<file path="src/rtl/km_loader.sv">
// km_loader: streaming writer for one IPPro kernel memory.
// Accepts coefficient words on a valid/ready stream and writes them into the
// memory's synchronous write port, starting at a programmed base address and
// wrapping modulo DEPTH. It reports busy/done/error status and a running sum of
// the words it has written.
//
// Ports:
//   KML_CLK, KML_RSTN        clock, asynchronous active-low reset
//   KML_START                start pulse, sampled only while idle
//   KML_BASE, KML_LEN        first address and word count, captured on START
//   KML_S_VALID/READY/DATA   coefficient stream
//   KML_KM_WE/ADDR/DIN       kernel memory write port, one cycle after handshake
//   KML_BUSY, KML_DONE       busy from START until the DONE pulse
//   KML_ERR                  sticky: the last START carried an illegal LEN
//   KML_SUM                  modulo-2^DATA_W sum of words written since START
module km_loader #(
   parameter int unsigned DATA_W = 16,
   parameter int unsigned ADDR_W = 5,
   parameter int unsigned DEPTH  = 2 ** ADDR_W
) (
   input  logic              KML_CLK,
   input  logic              KML_RSTN,
   input  logic              KML_START,
   input  logic [ADDR_W-1:0] KML_BASE,
   input  logic [ADDR_W:0]   KML_LEN,
   input  logic              KML_S_VALID,
   input  logic [DATA_W-1:0] KML_S_DATA,
   output logic              KML_S_READY,
   output logic              KML_KM_WE,
   output logic [ADDR_W-1:0] KML_KM_ADDR,
   output logic [DATA_W-1:0] KML_KM_DIN,
   output logic              KML_BUSY,
   output logic              KML_DONE,
   output logic              KML_ERR,
   output logic [DATA_W-1:0] KML_SUM
);

   localparam int unsigned LEN_W = ADDR_W + 1;

   typedef enum logic [1:0] {
      ST_IDLE = 2'd0,
      ST_LOAD = 2'd1,
      ST_FIN  = 2'd2
   } state_t;

   state_t              state;
   logic [ADDR_W-1:0]   ptr;
   logic [LEN_W-1:0]    rem;
   logic                ready;
   logic                we;
   logic [ADDR_W-1:0]   addr;
   logic [DATA_W-1:0]   din;
   logic                busy;
   logic                done;
   logic                err;
   logic [DATA_W-1:0]   sum;

   logic                len_ok;
   logic                hs;
   logic [ADDR_W-1:0]   ptr_next;

   assign len_ok   = (KML_LEN != '0) && (KML_LEN <= LEN_W'(DEPTH));
   assign hs       = KML_S_VALID && ready;
   // Explicit wrap keeps the pointer inside DEPTH.
   assign ptr_next = (ptr == ADDR_W'(DEPTH - 1)) ? '0 : ptr + 1'b1;

   // Load sequencer with all outputs registered.
   always_ff @(posedge KML_CLK or negedge KML_RSTN) begin
      if (!KML_RSTN) begin
         state <= ST_IDLE;
         ptr   <= '0;
         rem   <= '0;
         ready <= 1'b0;
         we    <= 1'b0;
         addr  <= '0;
         din   <= '0;
         busy  <= 1'b0;
         done  <= 1'b0;
         err   <= 1'b0;
         sum   <= '0;
      end else begin
         we   <= 1'b0;
         done <= 1'b0;
         case (state)
            ST_IDLE: begin
               if (KML_START) begin
                  if (len_ok) begin
                     ptr   <= KML_BASE;
                     rem   <= KML_LEN;
                     sum   <= '0;
                     err   <= 1'b0;
                     ready <= 1'b1;
                     busy  <= 1'b1;
                     state <= ST_LOAD;
                  end else begin
                     err <= 1'b1;
                  end
               end
            end
            ST_LOAD: begin
               if (hs) begin
                  we   <= 1'b1;
                  addr <= ptr;
                  din  <= KML_S_DATA;
                  sum  <= sum + KML_S_DATA;
                  ptr  <= ptr_next;
                  rem  <= rem - 1'b1;
                  // Final word: close the stream at this edge so nothing more is taken.
                  if (rem == LEN_W'(1)) begin
                     ready <= 1'b0;
                     state <= ST_FIN;
                  end
               end
            end
            ST_FIN: begin
               done  <= 1'b1;
               busy  <= 1'b0;
               state <= ST_IDLE;
            end
            default: begin
               ready <= 1'b0;
               busy  <= 1'b0;
               state <= ST_IDLE;
            end
         endcase
      end
   end

   assign KML_S_READY = ready;
   assign KML_KM_WE   = we;
   assign KML_KM_ADDR = addr;
   assign KML_KM_DIN  = din;
   assign KML_BUSY    = busy;
   assign KML_DONE    = done;
   assign KML_ERR     = err;
   assign KML_SUM     = sum;

endmodule

</file>
<file path="config.mk">
export PLATFORM = sky130hd
export DESIGN_NAME = km_loader
export DESIGN_NICKNAME = d
export VERILOG_FILES = /design/src/rtl/km_loader.sv
export SDC_FILE = /design/constraint.sdc
export NUM_CORES = 1
export LEC_CHECK = 0
export BUFFER_PORTS_ARGS = -buffer_cell sky130_fd_sc_hd__buf_2
export CAP_MARGIN = 20
export CORE_ASPECT_RATIO = 0.8
export CORE_MARGIN = 2
export CORE_UTILIZATION = 40
export CTS_CLUSTER_DIAMETER = 150
export CTS_CLUSTER_SIZE = 40
export DETAILED_ROUTE_END_ITERATION = 8
export GPL_TIMING_DRIVEN = 0
export REMOVE_ABC_BUFFERS = 1
export SETUP_SLACK_MARGIN = 0.5
export SLEW_MARGIN = 10
export SYNTH_ARGS = -nofsm -noshare
export SYNTH_HDL_FRONTEND = slang
export SYNTH_SLANG_ARGS = --single-unit
</file>
<file path="constraint.sdc">
create_clock -name KML_CLK -period 3.11 [get_ports KML_CLK]
set_input_delay 0.311 -clock KML_CLK [delete_from_list [all_inputs] [get_ports KML_CLK]]
set_output_delay 0.311 -clock KML_CLK [all_outputs]
set_load 0.01 [all_outputs]
</file>
==> out/metrics.cfg, run 1 <==
[timing]
final.period_utilization_pct=79.2
final-max-slew-violation-count=0
sum_of_negative_setup_slack_ns=0
period_minus_slack_ns=2.46
setup_viol=0
timing_hold_violations_final=0
worst_pin_slew_ns=0.726
max_freq_mhz=406
slew-limit-headroom_pct=51.6
rsz0062_at_grt=yes
final.setup_skew_ns=0.0106

[routing]
drt_pass1_iterations=4
route.detailed.drc=0
detail_route.wl_per_cell_um=15.3
drt-initial-drc-count=169
ant_nets=0
postRouteWirelength_um=8110
dr_total_vias=2814
vias_per_cell=5.31

[worst_hold_path]
hold_class=in2async

[global_route]
pin_count_of_the_biggest_net_entering_global_routing=56
groute.usage.overall_pct=19.3
first_global_vias=2635
grt_antenna_before_repair=0
grt_first_pass_wirelength_um=12700
globalRouteOverflowTotal=0

[run]
max_cap_viols=0

[placement]
port-buffer-count=72
placed_cell_area_um2=3530
gp_congestion=0.786
place_hpwl_um=5110

[cts]
clkTransAtPathRegs_ns=0.11
clock_latency_ns=0.31
tritoncts=built
cts-root-to-sink-buffers=2
clock-root-buffer=sky130_fd_sc_hd__clkbuf_8
clock_sinks=55
tritoncts.num_buffers=5
cts-htree-levels=2

[power_and_ir_drop]
power.density_nw_per_um2=994
static_power_due_to_leakage_nw=1.86
sw_frac_of_total_pct=44.8
clockPowerShare_pct=12.1
power_report.internal_total_mw=2.05
p_sw_mw=1.67
max-vdd-ir-drop_mv=0.341
comb_power_share_pct=53.7
share_seq_of_total_power_pct=34.1

[worst_setup_path]
setup.worst_path.end_class=register
path_cells=ha_1, inv_1, fa_1, nor2b_2, o31a_1, o21ai_2, a2111oi_2, o31ai_1, a32o_1
worst-setup-path-type=reg2reg
timing.rr.start=KML_SUM[0]$_DFFE_PN0P_
worst_ep_arrival_time_ns=2.67
crit_path_start=KML_SUM[0]$_DFFE_PN0P_
worstPathMaxFanout=3
crit_slowest_cell=sky130_fd_sc_hd__a2111oi_2
stage_delay_of_the_slowest_cell_on_the_critical_path_ns=0.45
timing.critical_path.buf_inv=1
setup.worst_path.start_class=register
critical_path.top_delay_family=compound AO/OA/AOI/OAI gates
critPathRequiredTime_ns=3.32

[cells_and_area]
stdcell_area_um2=3750
drive_above_1_share_pct=24.0
fin_nets=475
layout-area-overhead-vs-synth_pct=20.7
antenna_cells=0

[die]
chipWidth_um=102
die_height_um=82.8
num_io_pins=73
starting_utilization_of_the_core_area_pct=41.6
core_region_area_um2=7460
design.die.area_um2=8490
std_cell_rows=28

[logic_synthesis]
yosys_most_used_dff=sky130_fd_sc_hd__dfrtp_1
synth_top_area_share_pct=44.3
async_flop_share_pct=100
ys_top_cells_by_count=sky130_fd_sc_hd__nand2_1, sky130_fd_sc_hd__dfrtp_1, sky130_fd_sc_hd__o21ai_0
most_area_hungry_cell_type_in_the_yosys_netlist=sky130_fd_sc_hd__dfrtp_1
synth_edf_count=0
syn-cell-area_um2=3100
postSynthRegisterBits=55
synthDistinctLibCells=48
synth_instances=353
synth-warning-count=0
average_size_of_a_mapped_cell_um2=8.79
post_synth_main_area_contributors=sky130_fd_sc_hd__dfrtp_1, sky130_fd_sc_hd__nand2_1, sky130_fd_sc_hd__ha_1
seq_area_frac_synth_pct=44.3
synthMostInstantiatedCell=sky130_fd_sc_hd__nand2_1

[outcome]
run_status=complete, no violations

routing by layer:
metal	share of wire [%]	vias up	GRT usage [%]
li1	-	1393	-
met1	49	1326	27.0
met2	44	85	31.4
met3	5.9	10	3.18
met4	1.3	0	4.53
met5	0	-	0
layout by cell type, fill, tap and decap left out, types with 3 or more instances in the layout:
cell type | Yosys | routed
sky130_fd_sc_hd__a211oi_1 | 3 | 3
sky130_fd_sc_hd__a21o_1 | 6 | 6
sky130_fd_sc_hd__a21oi_1 | 20 | 20
sky130_fd_sc_hd__a31oi_1 | 3 | 3
sky130_fd_sc_hd__a31oi_4 | 1 | 3
sky130_fd_sc_hd__and3_1 | 4 | 4
sky130_fd_sc_hd__buf_2 | 3 | 71
sky130_fd_sc_hd__buf_4 | 0 | 4
sky130_fd_sc_hd__clkbuf_8 | 0 | 7
sky130_fd_sc_hd__dfrtp_1 | 55 | 55
sky130_fd_sc_hd__ha_1 | 19 | 19
sky130_fd_sc_hd__inv_1 | 8 | 8
sky130_fd_sc_hd__nand2_1 | 97 | 97
sky130_fd_sc_hd__nand3_1 | 8 | 7
sky130_fd_sc_hd__nor2_1 | 12 | 12
sky130_fd_sc_hd__nor2b_1 | 5 | 3
sky130_fd_sc_hd__nor3_1 | 11 | 11
sky130_fd_sc_hd__o21a_1 | 6 | 6
sky130_fd_sc_hd__o21ai_0 | 26 | 26
sky130_fd_sc_hd__o21ai_2 | 4 | 4
sky130_fd_sc_hd__o21bai_1 | 3 | 3
sky130_fd_sc_hd__o31ai_1 | 6 | 6
sky130_fd_sc_hd__or3_1 | 3 | 3
sky130_fd_sc_hd__xor2_1 | 4 | 4
path summary, 6_finish.rpt:
path	to	slack, ns	depth (start not counted)
max	KML_SUM[14]$_DFFE_PN0P_	0.65	9
min	KML_KM_DIN[1]$_DFFE_PN0P_	0.03	1
max reg2reg	KML_SUM[14]$_DFFE_PN0P_	0.65	9
min reg2reg	KML_KM_DIN[10]$_DFFE_PN0P_	0.48	2
max in group asynchronous	KML_SUM[10]$_DFFE_PN0P_	2.57	1
min in group KML_CLK	KML_KM_DIN[0]$_DFFE_PN0P_	0.20	3
metrics by stage:
| stage | hold slack [ns] | utilization, % | cells | power, mW | worst slack [ns] |
|---|---|---|---|---|---|
| 2_1_floorplan | 0.0154 | - | 338 | 2.55 | 0.0865 |
| 3_3_place_gp | 0.452 | 47.2 | 515 | 3.12 | -1.50 |
| 3_5_place_dp | 0.422 | 47.3 | 515 | 3.17 | -0.807 |
| 4_1_cts | 0.0780 | 49.8 | 528 | 3.71 | 0.587 |
| 5_1_grt | 0.107 | 50.2 | 530 | 4.09 | 0.496 |
| 6_report | 0.0251 | 50.2 | 530 | 3.73 | 0.646 |
cell families after synthesis:
kind of cell | share of synthesized area [%]
DFF | 44.3
xor gates and xnor gates | 1.69
adders and majority gates | 8.30
and+or+nand+nor | 23.1
muxes | 0.645
AOI/OAI and AO/OA | 18.5
buffers and inverters | 3.51
state kept, by name, summed over array words and instances, names as in the netlist:
name         count
KML_KM_DIN      16
ptr              5
KML_KM_ADDR      5
KML_BUSY         1
rem              6
KML_SUM         16
state            2
KML_KM_WE        1
KML_S_READY      1
KML_ERR          1
KML_DONE         1
power by group through the flow:
stage	logic, mW	clock network (mW)	registers [mW]
finish	2.00	0.452	1.27
global route	2.28	0.487	1.32
CTS	1.98	0.461	1.27
detailed placement	1.89	0	1.28
global placement	1.85	0	1.27
floorplan	1.18	0	1.37
final cells by class:
type	count	area (um^2)
Clock buffer	7	96.3
Clock inverter	1	7.51
Fill cell	740	3710
Inverter	9	38.8
Multi-Input combinational cell	277	1700
Sequential cell	55	1380
Tap cell	105	131
Timing Repair Buffer	76	397
repair_timing:
| item | in CTS | in global routing |
|---|---|---|
| cloned | 2 | 1 |
| endpoints found under the setup margin | 45 | 2 |
| hold buffers | 0 | 0 |
| pin swaps | 0 | 1 |
| buffers inserted | 3 | 0 |
| resized for setup | 8 | 1 |
(Power assumes the default switching activity.)
==> run 2, diff against run 1 <==
Settings changed: ABC_AREA set to 1.
Clock period 3.11 ns to 2.2 ns, I/O delays scaled along.
==> out/metrics.cfg, run 2 <==
[outcome]
run_status=complete, no violations

[cells_and_area]
fin_nets=600  ; +26%
drive_above_1_share_pct=25.3  ; +1.3 points
storage_element_area_um2=1380  ; unchanged
final_common_cell=sky130_fd_sc_hd__nand2_1
mostFrequentLayoutCells=sky130_fd_sc_hd__nand2_1, sky130_fd_sc_hd__buf_2, sky130_fd_sc_hd__dfrtp_1, sky130_fd_sc_hd__inv_1, sky130_fd_sc_hd__nand3_1
layout.filler_cells=801  ; +8.2%
antenna_cells=0  ; unchanged
layout-area-overhead-vs-synth_pct=28.6
multi_input_comb_area_um2=1940  ; +14%

[logic_synthesis]
async_flop_share_pct=100  ; unchanged
synth_instances=467  ; +32%
most_area_hungry_cell_type_in_the_yosys_netlist=sky130_fd_sc_hd__dfrtp_1
synthDistinctLibCells=30  ; -38%
synthMostInstantiatedCell=sky130_fd_sc_hd__nand2_1
syn-cell-area_um2=3340  ; +7.6%
post_synth_main_area_contributors=sky130_fd_sc_hd__dfrtp_1, sky130_fd_sc_hd__nand2_1, sky130_fd_sc_hd__ha_1
average_size_of_a_mapped_cell_um2=7.15  ; -19%
yosys_most_used_dff=sky130_fd_sc_hd__dfrtp_1
synth-warning-count=0  ; unchanged
ys_top_cells_by_count=sky130_fd_sc_hd__nand2_1, sky130_fd_sc_hd__inv_1, sky130_fd_sc_hd__dfrtp_1
postSynthRegisterBits=55  ; unchanged
synth_edf_count=0  ; unchanged
synth_top_area_share_pct=41.2  ; -3.1 points
seq_area_frac_synth_pct=41.2  ; -3.1 points

[worst_setup_path]
timing.rr.start=KML_SUM[2]$_DFFE_PN0P_
r2r-end=KML_SUM[3]$_DFFE_PN0P_
crit_slowest_cell=sky130_fd_sc_hd__dfrtp_1
path_cells=ha_4, or2_2, and2_1, or2_2, nand3_1, a21oi_1
worst-setup-path-type=reg2reg
worstPathMaxFanout=5  ; +2
cell_seen_most_often_among_critical_path_stages=sky130_fd_sc_hd__or2_2
stage_delay_of_the_slowest_cell_on_the_critical_path_ns=0.42  ; -0.03 ns
setup.worst_path.start_class=register
reg2reg_slack_ns=0.56  ; -0.08 ns
critPathRequiredTime_ns=2.40  ; -0.92 ns
worst_ep_arrival_time_ns=1.84  ; -0.83 ns
setup.worst_path.end_class=register
r2r_cells=6  ; -3

[cts]
tritoncts.num_buffers=5  ; unchanged
cts-root-to-sink-buffers=2  ; unchanged
tritoncts=built
clock_latency_ns=0.31  ; about the same
clock-root-buffer=sky130_fd_sc_hd__clkbuf_8
clock_sinks=55  ; unchanged
cts-htree-levels=2  ; unchanged
clkTransAtPathRegs_ns=0.10  ; about the same

[routing]
dr_total_vias=3183  ; +13%
wl_met1_um=4230  ; +6.7%
wl_met2_um=3640  ; +2.0%
postRouteWirelength_um=8530  ; +5.2%
drt-initial-drc-count=116  ; -31%
detail_route.wl_per_cell_um=13.0  ; -15%
topRoutingLayerUsed=met4
met3RoutedLength_um=606  ; +26%
drt_pass1_iterations=5  ; +1
vias_per_cell=4.84  ; -8.9%
route.detailed.drc=0  ; unchanged
ant_nets=0  ; unchanged

[timing]
timing_hold_violations_final=0  ; unchanged
sum_of_negative_setup_slack_ns=0  ; unchanged
max_freq_mhz=611  ; +51%
final.period_utilization_pct=74.4  ; -4.8 points
rsz0062_at_grt=yes
final-max-slew-violation-count=0  ; unchanged
postLayoutSetupSlackWorst_ns=0.563  ; -0.0828 ns
period_minus_slack_ns=1.64  ; -0.827 ns
setup_viol=0  ; unchanged
slew-limit-headroom_pct=52.2  ; +0.65 points
fin_hold_ws_ns=0.125  ; +0.0996 ns
final.setup_skew_ns=0.00591  ; -0.00466 ns
worst_pin_slew_ns=0.717  ; -0.00972 ns

[global_route]
grt_first_pass_wirelength_um=13900  ; +9.9%
grt_antenna_before_repair=0  ; unchanged
pin_count_of_the_biggest_net_entering_global_routing=56  ; unchanged
groute.usage.overall_pct=19.1  ; -0.18 points
first_global_vias=2883  ; +9.4%
globalRouteOverflowTotal=0  ; unchanged

[die]
num_io_pins=73  ; unchanged
design.die.area_um2=9100  ; +7.3%
std_cell_rows=29  ; +3.6%
core_region_area_um2=8020  ; +7.5%
chipWidth_um=106  ; +3.6%
die_height_um=85.7  ; +3.6%
starting_utilization_of_the_core_area_pct=41.7  ; +0.061 points

[power_and_ir_drop]
max-vdd-ir-drop_mv=0.534  ; +57%
power.density_nw_per_um2=1430  ; +43%
static_power_due_to_leakage_nw=2.32  ; +24%

[worst_hold_path]
hold_class=in2reg
timing.hold.worst.start=KML_S_DATA[11]
hold_path_depth=3
min_delay_worst_endpoint=KML_KM_DIN[11]$_DFFE_PN0P_

[placement]
gp_congestion=0.849  ; +8.1%
dpl_worst_slack_ns=-0.632  ; +0.175 ns
place_hpwl_um=5640  ; +10%
port-buffer-count=72  ; unchanged

[run]
max_cap_viols=0  ; unchanged

## run 2: changes by cell type after synthesis, moves of 5 or more
cell and delta:
sky130_fd_sc_hd__nand3_1 +32, sky130_fd_sc_hd__nor3_1 -7, sky130_fd_sc_hd__o21ai_1 +7, sky130_fd_sc_hd__nand2_1 +88, sky130_fd_sc_hd__o21ai_0 -6, sky130_fd_sc_hd__nand3b_1 +7, sky130_fd_sc_hd__a21oi_1 -7, sky130_fd_sc_hd__a21o_1 -6
sky130_fd_sc_hd__nor2_1 +15, sky130_fd_sc_hd__inv_1 +49, sky130_fd_sc_hd__o31ai_1 -5, sky130_fd_sc_hd__nor2b_1 -5
## run 2: area by class of cell
type / instances / share of cell area, %
clock buffer: 5 / 1.60
clock inverter: 3 / 1.57
inverter: 60 / 5.71
multi-input combinational: 342 / 45.1
sequential: 55 / 32.0
tap: 108 / 3.15
timing repair buffer: 84 / 10.6
timing repair inverter: 1 / 0.204
## run 2: power breakdown
group	internal, mW	switching, mW
sequential	1.47	0.310
combinational	1.42	2.12
clock	0.454	0.346
total	3.35	2.78
## run 2: kinds of logic after synthesis
logic type | count (synthesis) | synth area share [%]
and+or+nand+nor | 274 | 34.6
DFF | 55 | 41.2
AOI/OAI and AO/OA | 45 | 7.15
xor gates and xnor gates | 1 | 0.262
adders and majority gates | 20 | 7.72
buffers and inverters | 72 | 9.03
## run 2: through the flow
stage	power [mW]	area (um^2)	cells	utilization, %
final	6.13	4300	658	53.6
after global routing	6.77	4300	658	53.6
after CTS	5.79	4020	649	50.2
after detailed placement	4.82	3770	635	47.0
after global placement	4.74	3760	635	46.9
after floorplan	3.89	3270	455	-
## run 2: critical path, delay by kind of cell (launching register included)
kind | cells | cell delay, ns
AO/OA/AOI/OAI | 1 | 0.06
adder cells (fa/ha/maj) | 1 | 0.25
AND/OR/NAND/NOR | 4 | 0.80
flip-flops | 1 | 0.42
## run 2: what timing repair did
| action | in CTS | in global routing |
|---|---|---|
| buffers inserted | 3 | 8 |
| endpoints found under the setup margin | 49 | 23 |
| hold endpoints to repair | 55 | 0 |
| pin swaps | 4 | 7 |
| cloned | 2 | 1 |
| resized for setup | 13 | 36 |
| hold buffers | 1 | 0 |
## run 2: worst max path at each step
stage | startpoint | to | slack, ns
floorplan | state[1]$_DFFE_PN0P_ | rem[3]$_DFFE_PN0P_ | 0.16
global placement | state[1]$_DFFE_PN0P_ | rem[3]$_DFFE_PN0P_ | -0.59
detailed placement | state[1]$_DFFE_PN0P_ | rem[2]$_DFFE_PN0P_ | -0.63
CTS | KML_SUM[0]$_DFFE_PN0P_ | KML_SUM[12]$_DFFE_PN0P_ | 0.53
global route | KML_SUM[9]$_DFFE_PN0P_ | KML_SUM[15]$_DFFE_PN0P_ | 0.45
finish | KML_SUM[2]$_DFFE_PN0P_ | KML_SUM[3]$_DFFE_PN0P_ | 0.56
## run 2: routing by layer
| metal | GRT usage (%) | vias up |
|---|---|---|
| met2 | 29.4 | 86 |
| li1 | - | 1633 |
| met4 | 3.59 | 0 |
| met1 | 28.3 | 1460 |
| met3 | 3.65 | 4 |
| met5 | 0 | - |
==> run 3, diff against run 2 <==
Clock period 2.2 ns to 1.5 ns, I/O delays scaled along.
==> out/metrics.cfg, run 3 (same netlist as run 2, synthesis figures left out) <==
[routing]
dr_total_vias=3730  ; +17%
drt_pass1_iterations=5  ; unchanged
vias_per_cell=5.07  ; +4.8%
drt-initial-drc-count=215  ; +85%
route.detailed.drc=0  ; unchanged
ant_nets=0  ; unchanged
postRouteWirelength_um=11100  ; +30%
detail_route.wl_per_cell_um=15.1  ; +16%

[timing]
worst_pin_slew_ns=0.718  ; +0.00151 ns
final-max-slew-violation-count=0  ; unchanged
postLayoutSetupSlackWorst_ns=-0.168  ; -0.731 ns
period_minus_slack_ns=1.67  ; +0.0310 ns
slew-limit-headroom_pct=52.1  ; -0.10 points
sum_of_negative_setup_slack_ns=-1.33  ; -1.33 ns
timing_hold_violations_final=55  ; +55
max_freq_mhz=600  ; -1.9%
final.period_utilization_pct=111  ; +37 points
fin_hold_ws_ns=-0.120  ; -0.245 ns
final.setup_skew_ns=0.00326  ; -0.00265 ns
rsz0062_at_grt=yes
setup_viol=18  ; +18

[power_and_ir_drop]
sw_frac_of_total_pct=44.3  ; -1.1 points
comb_power_share_pct=68.1  ; +10 points
p_sw_mw=5.40  ; +94%
power_report.internal_total_mw=6.79  ; +100%
max-vdd-ir-drop_mv=1.02  ; +90%
share_seq_of_total_power_pct=22.2  ; -6.9 points
static_power_due_to_leakage_nw=2.91  ; +25%
power.density_nw_per_um2=2180  ; +52%
power_mw=12.2  ; +99%
clockPowerShare_pct=9.7  ; -3.3 points

[cts]
tritoncts=built
clock-root-buffer=sky130_fd_sc_hd__clkbuf_8
clkTransAtPathRegs_ns=0.10  ; about the same
clock_sinks=55  ; unchanged
cts-htree-levels=2  ; unchanged
cts-root-to-sink-buffers=2  ; unchanged
clock_latency_ns=0.32  ; about the same
tritoncts.num_buffers=5  ; unchanged

[die]
core_region_area_um2=8020  ; unchanged
starting_utilization_of_the_core_area_pct=41.7  ; unchanged
std_cell_rows=29  ; unchanged
num_io_pins=73  ; unchanged
chipWidth_um=106  ; unchanged
die_height_um=85.7  ; unchanged
design.die.area_um2=9100  ; unchanged

[worst_setup_path]
crit_path_start=KML_SUM[0]$_DFFE_PN0P_
critPathRequiredTime_ns=1.72  ; -0.68 ns
reg2reg_slack_ns=-0.17  ; -0.73 ns
setup.worst_path.start_class=register
worstPathMaxFanout=4  ; -1
worst-setup-path-type=reg2reg
r2r_cells=11  ; +5
r2r-end=KML_SUM[12]$_DFFE_PN0P_
endpoint=KML_SUM[12]$_DFFE_PN0P_
worst_ep_arrival_time_ns=1.89  ; +0.05 ns
setup.worst_path.end_class=register
timing.rr.start=KML_SUM[0]$_DFFE_PN0P_

[run]
max_cap_viols=0  ; unchanged

[placement]
place_hpwl_um=5640  ; unchanged
port-buffer-count=72  ; unchanged
dpl_worst_slack_ns=-1.33  ; -0.700 ns
gp_congestion=0.849  ; unchanged

[outcome]
violations=hold timing, setup timing
run_status=finished, violations left

[cells_and_area]
antenna_cells=0  ; unchanged
layout.filler_cells=641  ; -20%
final_common_cell=sky130_fd_sc_hd__nand2_1
utilization_pct=69.9  ; +16 points
mostFrequentLayoutCells=sky130_fd_sc_hd__nand2_1, sky130_fd_sc_hd__buf_2, sky130_fd_sc_hd__dfrtp_1
layout-area-overhead-vs-synth_pct=67.8
drive_above_1_share_pct=48.4  ; +23 points
fin_nets=678  ; +13%

[global_route]
globalRouteOverflowTotal=0  ; unchanged
pin_count_of_the_biggest_net_entering_global_routing=56  ; unchanged
first_global_vias=3192  ; +11%
groute.usage.overall_pct=21.1  ; +2.0 points
grt_antenna_before_repair=0  ; unchanged
grt_first_pass_wirelength_um=15400  ; +11%

[worst_hold_path]
hold_class=in2async

## run 3: cell count changes in the layout (fill, tap and decap cells not counted), moves of 13 or more
cell                      delta
sky130_fd_sc_hd__nand2_1    -49
sky130_fd_sc_hd__o21ai_0    -15
sky130_fd_sc_hd__buf_4      +37
sky130_fd_sc_hd__nand2_2    +42
sky130_fd_sc_hd__buf_6      +36
sky130_fd_sc_hd__buf_2      -13
## run 3: routing by layer
layer  routed length (um)  GRT usage [%]  vias up  part of all wire (%)
li1                     -              -     1804                     -
met1                 5000           29.7     1768                    45
met2                 5030           34.1      141                    45
met3                  887           4.10       17                   8.0
met4                  189           4.55        0                   1.7
met5                    0              0        -                     0
## run 3: worst min path at each step
stage / startpoint / end / slack [ns] / cells past startpoint
3_5_place_dp: KML_RSTN / rem[1]$_DFFE_PN0P_ / 0.26 / 1
6_report: KML_RSTN / rem[1]$_DFFE_PN0P_ / -0.12 / 1
2_1_floorplan: KML_RSTN / KML_BUSY$_DFFE_PN0P_ / -0.15 / 0
5_1_grt: KML_RSTN / rem[1]$_DFFE_PN0P_ / -0.07 / 1
3_3_place_gp: KML_S_DATA[11] / KML_KM_DIN[11]$_DFFE_PN0P_ / 0.37 / 3
4_1_cts: KML_RSTN / rem[1]$_DFFE_PN0P_ / -0.09 / 1
## run 3: timing repair
action | in CTS | in global routing
setup buffers | 33 | 46
gates resized for setup | 99 | 118
pin swaps | 18 | 59
hold endpoints to repair | 55 | 55
gates cloned | 4 | 10
endpoints found under the setup margin | 80 | 95
## run 3: per-stage QoR
step	instance area [um^2]	cells	hold slack (ns)
4_1_cts	4670	680	-0.0858
6_report	5600	736	-0.120
3_5_place_dp	3770	635	0.264
2_1_floorplan	3270	455	-0.146
5_1_grt	5600	736	-0.0686
3_3_place_gp	3760	635	0.373
## run 3: power by group through the flow
stage	Clock [mW]	Combinational [mW]	Sequential, mW
2_1_floorplan	0	2.88	2.82
3_3_place_gp	0	4.36	2.59
3_5_place_dp	0	4.45	2.61
4_1_cts	1.21	6.13	2.65
5_1_grt	1.28	9.07	2.78
6_report	1.19	8.30	2.70
## run 3: critical path: stages, from the launching register on
cell and delay (ns):
sky130_fd_sc_hd__dfrtp_1 0.37, sky130_fd_sc_hd__ha_2 0.20, sky130_fd_sc_hd__inv_2 0.04, sky130_fd_sc_hd__fa_2 0.33, sky130_fd_sc_hd__inv_2 0.11, sky130_fd_sc_hd__nand3_2 0.09
sky130_fd_sc_hd__nand3_4 0.10, sky130_fd_sc_hd__nand3_2 0.10, sky130_fd_sc_hd__nand3_2 0.09, sky130_fd_sc_hd__nand2_2 0.05, sky130_fd_sc_hd__nand3_2 0.05, sky130_fd_sc_hd__nand2_1 0.04
## run 3: area by class of cell
cell class | instances | area (um^2) | share of cell area (%)
clock inverters | 3 | 67.6 | 1.21
flip-flops and latches | 55 | 1380 | 24.6
clock buffers | 5 | 68.8 | 1.23
repair buffers | 153 | 1260 | 22.5
repair inverters | 4 | 45.0 | 0.804
multi-input cells | 348 | 2390 | 42.6
well taps | 108 | 135 | 2.41
inverters | 60 | 259 | 4.62
